==> config.mk <==
export PLATFORM = sky130hd
export DESIGN_NAME = gray_seq_gen
export DESIGN_NICKNAME = d
export VERILOG_FILES = /design/src/rtl/gray_seq_gen.sv
export SDC_FILE = /design/constraint.sdc
export NUM_CORES = 1
export LEC_CHECK = 0
export ABC_AREA = 1
export BUFFER_PORTS_ARGS = -buffer_cell sky130_fd_sc_hd__buf_2
export CORE_MARGIN = 5
export CORE_UTILIZATION = 52
export DETAILED_ROUTE_END_ITERATION = 10
export HOLD_SLACK_MARGIN = 0.15
export PLACE_DENSITY = 0.84
export SYNTH_ARGS = -nofsm -noshare
export SYNTH_HDL_FRONTEND = slang
export SYNTH_SLANG_ARGS = --single-unit
==> constraint.sdc <==
create_clock -name clk -period 4.5 [get_ports clk]
set_input_delay 0.9 -clock clk [delete_from_list [all_inputs] [get_ports clk]]
set_output_delay 0.9 -clock clk [all_outputs]
set_load 0.02 [all_outputs]
==> src/rtl/gray_seq_gen.sv <==
// Burst source of consecutive Gray codes on a valid/ready stream.
// Optional GRAY_SEQ_GEN_START_IDX_EN adds a start_idx input for the first index.
module gray_seq_gen #(
   parameter int DATA_WIDTH = 16
) (
   input  logic                  clk,
   input  logic                  reset,
   input  logic                  start,
   input  logic [DATA_WIDTH-1:0] count_len,
`ifdef GRAY_SEQ_GEN_START_IDX_EN
   input  logic [DATA_WIDTH-1:0] start_idx,
`endif
   input  logic                  out_ready,
   output logic                  out_valid,
   output logic [DATA_WIDTH-1:0] gray,
   output logic                  last,
   output logic                  busy,
   output logic                  done
);

   typedef enum logic [1:0] {IDLE, RUN, DONE} state_t;

   state_t                state, state_nxt;
   logic [DATA_WIDTH-1:0] idx, idx_inc, first_idx;
   logic [DATA_WIDTH:0]   remaining, len_eff;
   logic                  xfer, final_beat;

`ifdef GRAY_SEQ_GEN_START_IDX_EN
   assign first_idx = start_idx;
`else
   assign first_idx = '0;
`endif

   // A zero length means the full 2^DATA_WIDTH codes, hence the extra counter bit.
   assign len_eff    = (count_len == '0) ? {1'b1, {DATA_WIDTH{1'b0}}} : {1'b0, count_len};
   assign idx_inc    = idx + DATA_WIDTH'(1);
   assign xfer       = (state == RUN) && out_ready;
   assign final_beat = (remaining == (DATA_WIDTH+1)'(1));

   always_ff @(posedge clk or posedge reset) begin
      if (reset) state <= IDLE;
      else       state <= state_nxt;
   end

   always_comb begin
      state_nxt = state;
      out_valid = 1'b0;
      busy      = 1'b0;
      done      = 1'b0;
      case (state)
         IDLE: if (start) state_nxt = RUN;
         RUN: begin
            out_valid = 1'b1;
            busy      = 1'b1;
            if (xfer && final_beat) state_nxt = DONE;
         end
         DONE: begin
            done      = 1'b1;
            state_nxt = IDLE;
         end
         default: state_nxt = IDLE;
      endcase
   end

   always_ff @(posedge clk or posedge reset) begin
      if (reset) begin
         idx       <= '0;
         gray      <= '0;
         remaining <= '0;
         last      <= 1'b0;
      end else if (state == IDLE && start) begin
         idx       <= first_idx;
         gray      <= first_idx ^ (first_idx >> 1);
         remaining <= len_eff;
         last      <= (len_eff == (DATA_WIDTH+1)'(1));
      end else if (xfer) begin
         if (final_beat) begin
            last <= 1'b0;
         end else begin
            idx       <= idx_inc;
            gray      <= idx_inc ^ (idx_inc >> 1);
            remaining <= remaining - (DATA_WIDTH+1)'(1);
            last      <= (remaining == (DATA_WIDTH+1)'(2));
         end
      end
   end

endmodule

# Word level (Yosys, flattened, before mapping)
# Cells that the tools add are included.
# word_totals
reg_bits	52
output_inout_bits	20
# op_classes
n_eq_ne	8
bitwise	1
n_reduce_logical	8
n_addsub	2
mux	18
# ops
cell	count
$mux W16	6
$mux W17	4
$eq A17 B1 Y1 const B	2
$eq A17 B2 Y1 const B	1
$sub A17 B1 Y17 const B	1
$add A16 B1 Y16 const B	1
$logic_not A16 Y1	1
$xor A16 B15 Y16	1
$mux W1	5
$mux W2	2
$ne A2 B1 Y1 const B	2
$pmux W2 S2	1
$reduce_and A2 Y1	2
$logic_and A1 B1 Y1	3
$eq A2 B1 Y1 const B	1
$eq A2 B2 Y1 const B	1
$logic_not A2 Y1	1
$ne A2 B2 Y1 const B	1
$reduce_bool A2 Y1	1

# Logic depth before layout (Yosys ltp)
# Gate-level depths: netlist of the first run.
# logic_depth
word_depth	5
ltp_mapped	11

# Worst setup path after synthesis of the first run
# Ideal clock, no wire load.
# synth_path
kind	input to register
from	in start
to	reg remaining[16]
path_slack_ps	2679
cell_stages	6
arrival_time_ps	1704
setup_ps	117
path_cell_list	nand3_1 inv_1 clkbuf_1 o21ai_0 nand3_1 nand2_1
# synth_via
elab_chain_len	3
word_cells_on_any_way	5
classes_between	1 x eq/ne; 1 x mux; 3 x reduce/logical
# synth_rtl
element	line_no	rtl
start, declared	8	input logic start,
$logic_and A1 B1 Y1 (*)	71	end else if (state == IDLE && start) begin
$ne A2 B1 Y1 (no line) / $reduce_bool A2 Y1 (equally long branches)	--	
$reduce_and A2 Y1 (no line)	--	
end signal, assigned	74	remaining <= len_eff;
end signal, assigned	82	remaining <= remaining - (DATA_WIDTH+1)'(1);
end, declared	25	logic [DATA_WIDTH:0] remaining, len_eff;
# Every way passes the cells marked *; elsewhere a longest branch is shown, timed or not.
# A chain may end at the register's enable or synchronous reset.

# Final worst setup path of the first run
# layout_path
from	reg remaining[9]
to	reg gray[0]
# layout_via
elab_chain_len	3
# layout_rtl
element	line_no	rtl
$eq A17 B1 Y1	38	assign final_beat = (remaining == (DATA_WIDTH+1)'(1));
$ne A2 B1 Y1 (no line)	--	
$reduce_and A2 Y1 (no line)	--	
end signal, assigned	73	gray <= first_idx ^ (first_idx >> 1);
end signal, assigned	81	gray <= idx_inc ^ (idx_inc >> 1);
end, declared	15	output logic [DATA_WIDTH-1:0] gray,
# No other way between the ends.

==> flow_summary.json, run 1 <==
{
  "drt_pass1_iterations": 4,
  "slew_viol_final": 0,
  "synth_flop_cell": "dfrtp_1",
  "start_kind": "flip-flop",
  "setup_violations": 0,
  "antenna_found_initial": 0,
  "fp.dieH_um": 88.3,
  "numCtsBuffers": 5,
  "rsz0062_at_grt": "false",
  "std_cell_rows": 28,
  "diodes": 0,
  "tns_ns": 0,
  "fin_ws_ns": 2.47,
  "hold_viol": 0,
  "gp_congestion": 0.855,
  "critPathKind": "flip-flop to flip-flop",
  "critPathLaunch": "remaining[9]",
  "synth_area_leader_cell": "dfrtp_1",
  "cts_tree": "yes",
  "tightest_slew_ns": 0.647,
  "syn_nets": 476,
  "synth-edff-count": 0,
  "maxCapViolations": 0,
  "slew_headroom_pct": 56.8,
  "grt_pass1_wl_um": 12200,
  "path_clk_slew_ns": 0.09,
  "syn_area_um2": 3180,
  "start_util_pct": 53.8,
  "fp.coreArea_um2": 5920,
  "die-area_um2": 7790,
  "syn_inst": 452,
  "p_leak_uw": 0.00182,
  "power_uw": 2000,
  "io_pins": 40,
  "synthToLayoutAreaGrowth_pct": 9.51,
  "arrival_ns": 2.26,
  "vias_per_cell": 5.23,
  "vias": 2946,
  "finalWirelength_um": 6790,
  "hold_buffers": 0,
  "synth_top_cell_area_share_pct": 40.1,
  "hold_ws_ns": 0.485,
  "peakVddDrop_mv": 0.256,
  "h-tree-depth": 2,
  "fin_crit_sh_pct": 45.1,
  "synth_top_cells_by_count": "154 x nand2_1, 51 x dfrtp_1, 47 x inv_1",
  "post-route-util_pct": 58.9,
  "critical_path.max_stage_delay_ns": 0.45,
  "cts_resized": 0,
  "worst_clock_skew_ns": 0.00938,
  "synth-async-reset-ratio_pct": 100,
  "synth_area_leaders": "dfrtp_1 40%, nand2_1 18%, nand3_1 6.8%",
  "post_cts_buffers": 0,
  "clk_latency_ns": 0.31,
  "grt_overflow_total": 0,
  "cts.sinks": 51,
  "nNetsFinal": 511,
  "cp.buffers_inverters": 1,
  "final_antenna_net_count": 0,
  "worstPathMaxFanout": 31,
  "crit_path_cell_trace": "nor2_2 > nand2_2 > nor2_4 > nand2_2 > nand2_4 > nand2_4 > clkinv_4 > nand2_1 > o21ai_0",
  "ys_ff_latch": 51,
  "timing.fmax_ghz": 0.493,
  "fillCellCount": 547,
  "drive_above_1_share_pct": 14.8,
  "ys_warn_count": 0,
  "die_w_um": 88.3,
  "synth_cell_type_count": 31,
  "worst_ep_required_time_ns": 4.73,
  "yosysMostFrequentCell": "nand2_1",
  "critPathSlowestCell": "dfrtp_1",
  "drt_iter0_drc": 188,
  "wl_per_cell_um": 12.1,
  "grt_pass1_vias": 2859,
  "drcViolationCount": 0,
  "powerDensity_nw_per_um2": 572,
  "status": "complete, no violations",
  "hpwl_um": 4860,
  "grt_usage_pct": 19.4,
  "r2r-start": "remaining[9]",
  "ys_seq_area_share_pct": 40.1,
  "min_from": "gray[14]",
  "hold_path_class": "flip-flop to flip-flop",
  "synth.avg_cell_area_um2": 7.04,
  "clockRootBuffer": "clkbuf_8",
  "post-place-ws_ns": 2.19,
  "period_needed_ns": 2.03,
  "cp_top_family": "simple AND/OR/NAND/NOR gates",
  "portBuffers": 39,
  "clockBufferDepth": 2,
  "crit_path_end_kind": "flip-flop",
  "grt_start_max_net_pins": 52
}
## worst reg2reg max path, cell delays in order (launching register included)
cell      delay [ns]
dfrtp_1         0.45
nor2_2          0.16
nand2_2         0.12
nor2_4          0.19
nand2_2         0.10
nand2_4         0.21
nand2_4         0.26
clkinv_4        0.29
nand2_1         0.09
o21ai_0         0.07
## metal layers
| metal | routed length [um] | share of wire, % | global-route usage (%) |
|---|---|---|---|
| met1 | 3060 | 45 | 24.6 |
| met4 | 102 | 1.5 | 6.59 |
| met2 | 3210 | 47 | 33.3 |
| met3 | 406 | 6.0 | 3.54 |
| met5 | 0 | 0 | 0 |
## worst paths after layout
check | end | slack [ns] | cells after the start
worst max-delay path | gray[0] | 2.47 | 9
worst min-delay path | gray[14] | 0.49 | 2
worst max register to register | gray[0] | 2.47 | 9
worst min register to register | gray[14] | 0.49 | 2
max in group asynchronous | state[1] | 3.31 | 3
min in group asynchronous | remaining[13] | 0.75 | 3
## stage by stage
stage | cell area [um^2] | cells
floorplan | 3180 | 452
global route | 3490 | 563
detailed placement | 3410 | 555
finish | 3490 | 563
CTS | 3490 | 563
global placement | 3410 | 555
## logic make-up (layout without fill, tap and decap cells)
group                    count (synthesis)  after routing  synth area share, %
AO/OA/AOI/OAI                           46             46                 8.06
XOR/XNOR                                15             15                 4.36
adder cells (fa/ha/maj)                  4              4                 1.57
buffers and inverters                   66            102                 9.12
flip-flops                              51             51                 40.1
AND/OR/NAND/NOR                        270            270                 36.8
## layout make-up
cell class	instances	area, um^2	area share (%)
multi-input combinational	335	1620	46.4
sequential	51	1280	36.6
timing repair buffer	42	218	6.24
inverter	52	200	5.74
tap	75	93.8	2.69
clock buffer	7	76.3	2.19
clock inverter	1	5.00	0.144
## sequential cells by signal (all words and copies together), names as in the netlist
register and cells:
remaining 17, state 2, last 1, gray 16, idx 15
## power breakdown
group          leakage [uW]  internal, uW  switching (uW)
combinational       0.00111           330             634
sequential         0.000670           622             149
clock             0.0000422           110             150
total               0.00182          1060             934
## cell usage in the layout, fill, tap and decap left out, types with 3 or more instances in the layout
master | netlist | final
nand2_1 | 154 | 154
dfrtp_1 | 51 | 51
inv_1 | 47 | 46
nor2_1 | 43 | 43
nand3_1 | 43 | 43
buf_2 | 3 | 39
o21ai_1 | 17 | 17
o21ai_0 | 12 | 12
xor2_1 | 12 | 12
nand4_1 | 9 | 9
o22ai_1 | 8 | 8
nor2_2 | 7 | 7
clkbuf_8 | 0 | 5
inv_2 | 3 | 4
ha_1 | 4 | 4
nand2_2 | 3 | 3
nor2_4 | 3 | 3
o211ai_1 | 3 | 3
nand3b_1 | 3 | 3
a21oi_1 | 3 | 3
buf_4 | 3 | 3
Note: power is estimated with default switching activity, not from simulation.
==> run 2, diff against run 1 <==
Clock period 4.5 ns to 2.13 ns, I/O delays scaled along.
==> run 2 against run 1 <==
Non-clock buffer count is 3 higher. Highest routed layer unchanged. Wire length increased by 9.5%. Final cell count is 0.53% higher. Largest cell class unchanged. Largest power group unchanged. Flip-flop and latch count did not move.
==> flow_summary.json, run 2 (synthesis results as in run 1) <==
{
  "path_clk_slew_ns": 0.11,
  "clockRootBuffer": "clkbuf_8",
  "grt_usage_pct": 20.9,
  "holdPathEnd": "state[0]",
  "cts.sinks": 51,
  "post-place-ws_ns": 0.273,
  "tightest_slew_ns": 0.388,
  "tns_ns": 0,
  "hold_buffers": 1,
  "antenna_found_initial": 0,
  "start_util_pct": 53.8,
  "status": "complete, no violations",
  "grt_pass1_vias": 3043,
  "post-place-cells": 557,
  "regArea_um2": 1280,
  "grt_overflow_total": 0,
  "numCtsBuffers": 5,
  "fillCellCount": 549,
  "rrSetupSlack_ns": 0.26,
  "regMostFlops": "remaining",
  "clk_latency_ns": 0.32,
  "r2r_end": "gray[0]",
  "gp_congestion": 0.862,
  "worstPathMaxFanout": 31,
  "multi_input_area_um2": 1620,
  "drt_iter0_drc": 213,
  "grt_start_max_net_pins": 52,
  "layout_common_cells": "154 x nand2_1, 51 x dfrtp_1, 46 x inv_1, 43 x nor2_1, 43 x nand3_1",
  "fin_ws_ns": 0.263,
  "holdPathStages": 4,
  "drive_above_1_share_pct": 15.5,
  "vias": 3010,
  "std_cell_rows": 28,
  "final_antenna_net_count": 0,
  "p_leak_uw": 0.00187,
  "drt_pass1_iterations": 4,
  "fp.coreArea_um2": 5920,
  "worst_ep_required_time_ns": 2.33,
  "worst_clock_skew_ns": 0.0112,
  "rsz0062_at_grt": "false",
  "period_needed_ns": 1.87,
  "maxCapViolations": 0,
  "nNetsFinal": 514,
  "hold_ws_ns": 0.408,
  "fin_crit_sh_pct": 87.6,
  "io_pins": 40,
  "die_w_um": 88.3,
  "hold_viol": 0,
  "arrival_ns": 2.07,
  "r2r-start": "remaining[1]",
  "setup_violations": 0,
  "finalWirelength_um": 7440,
  "post-route-util_pct": 60.5,
  "h-tree-depth": 2,
  "cts_tree": "yes",
  "crit_path_end_kind": "flip-flop",
  "cts_resized": 0,
  "start_kind": "flip-flop",
  "diodes": 0,
  "slew_headroom_pct": 74.1,
  "r2r_cells": 10,
  "post_cts_buffers": 0,
  "critPathKind": "flip-flop to flip-flop",
  "hold_path_class": "input pin to flip-flop",
  "powerDensity_nw_per_um2": 1280,
  "slew_viol_final": 0,
  "timing.fmax_ghz": 0.536,
  "fp.dieH_um": 88.3,
  "wl_per_cell_um": 13.1,
  "drcViolationCount": 0,
  "stdcell_count": 566,
  "peakVddDrop_mv": 0.586,
  "grt_pass1_wl_um": 13200,
  "min_from": "out_ready",
  "synthToLayoutAreaGrowth_pct": 12.5,
  "top_regs": "remaining (17), gray (16), idx (15)",
  "layout_commonest_cell": "nand2_1",
  "vias_per_cell": 5.32,
  "clockBufferDepth": 2,
  "largest_reg_flops": 17,
  "portBuffers": 39,
  "die-area_um2": 7790,
  "hpwl_um": 5420
}
-- run 2: cell count changes in the layout (fill, tap and decap cells not counted) --
cell	delta
bufinv_16	+2
inv_8	+1
buf_12	+1
buf_4	+1
clkinv_2	-1
clkbuf_1	-2
dlygate4sd3_1	+1
-- run 2: layout make-up --
cell class              instances  area share (%)
multi-input cells             335            45.1
clock buffers                   5            1.92
clock inverters                 3            1.99
flip-flops and latches         51            35.6
well taps                      75            2.62
repair buffers                 45            7.12
inverters                      52            5.59
-- run 2: worst max-delay path by stage --
stage                       from  slack [ns]       endpoint
finish              remaining[1]        0.26        gray[0]
global route        remaining[9]        0.11  remaining[15]
CTS                 remaining[1]        0.26        gray[0]
detailed placement  remaining[1]        0.27        gray[0]
global placement    remaining[1]        0.37        gray[0]
floorplan                  reset        0.47        gray[0]
-- run 2: through the flow --
stage / power (uW) / cell area (um^2)
finish: 4590 / 3580
global placement: 3640 / 3430
floorplan: 3260 / 3180
CTS: 4610 / 3580
detailed placement: 3750 / 3430
global route: 4970 / 3580
-- run 2: where the power goes --
group | switching [uW] | total (uW) | internal, uW | leakage, uW
Combinational | 1390 | 2110 | 714 | 0.00113
Sequential | 324 | 1640 | 1310 | 0.000670
Clock | 372 | 849 | 477 | 0.0000703
-- run 2: critical path, stage by stage, from the launching register on --
cell and delay (ns):
dfrtp_1 0.39, inv_1 0.09, ha_1 0.20, nand3_1 0.10, nor2_2 0.06, nand2_2 0.08
nand2_4 0.06, nand2_4 0.29, clkinv_4 0.28, nand2_1 0.11, o21ai_0 0.08
-- run 2: metal layers --
metal / vias to the layer above / track usage [%] / routed length (um)
li1: 1506 / - / -
met1: 1398 / 24.9 / 3170
met2: 92 / 37.6 / 3790
met3: 14 / 3.45 / 375
met4: 0 / 7.69 / 105
met5: - / 0 / 0
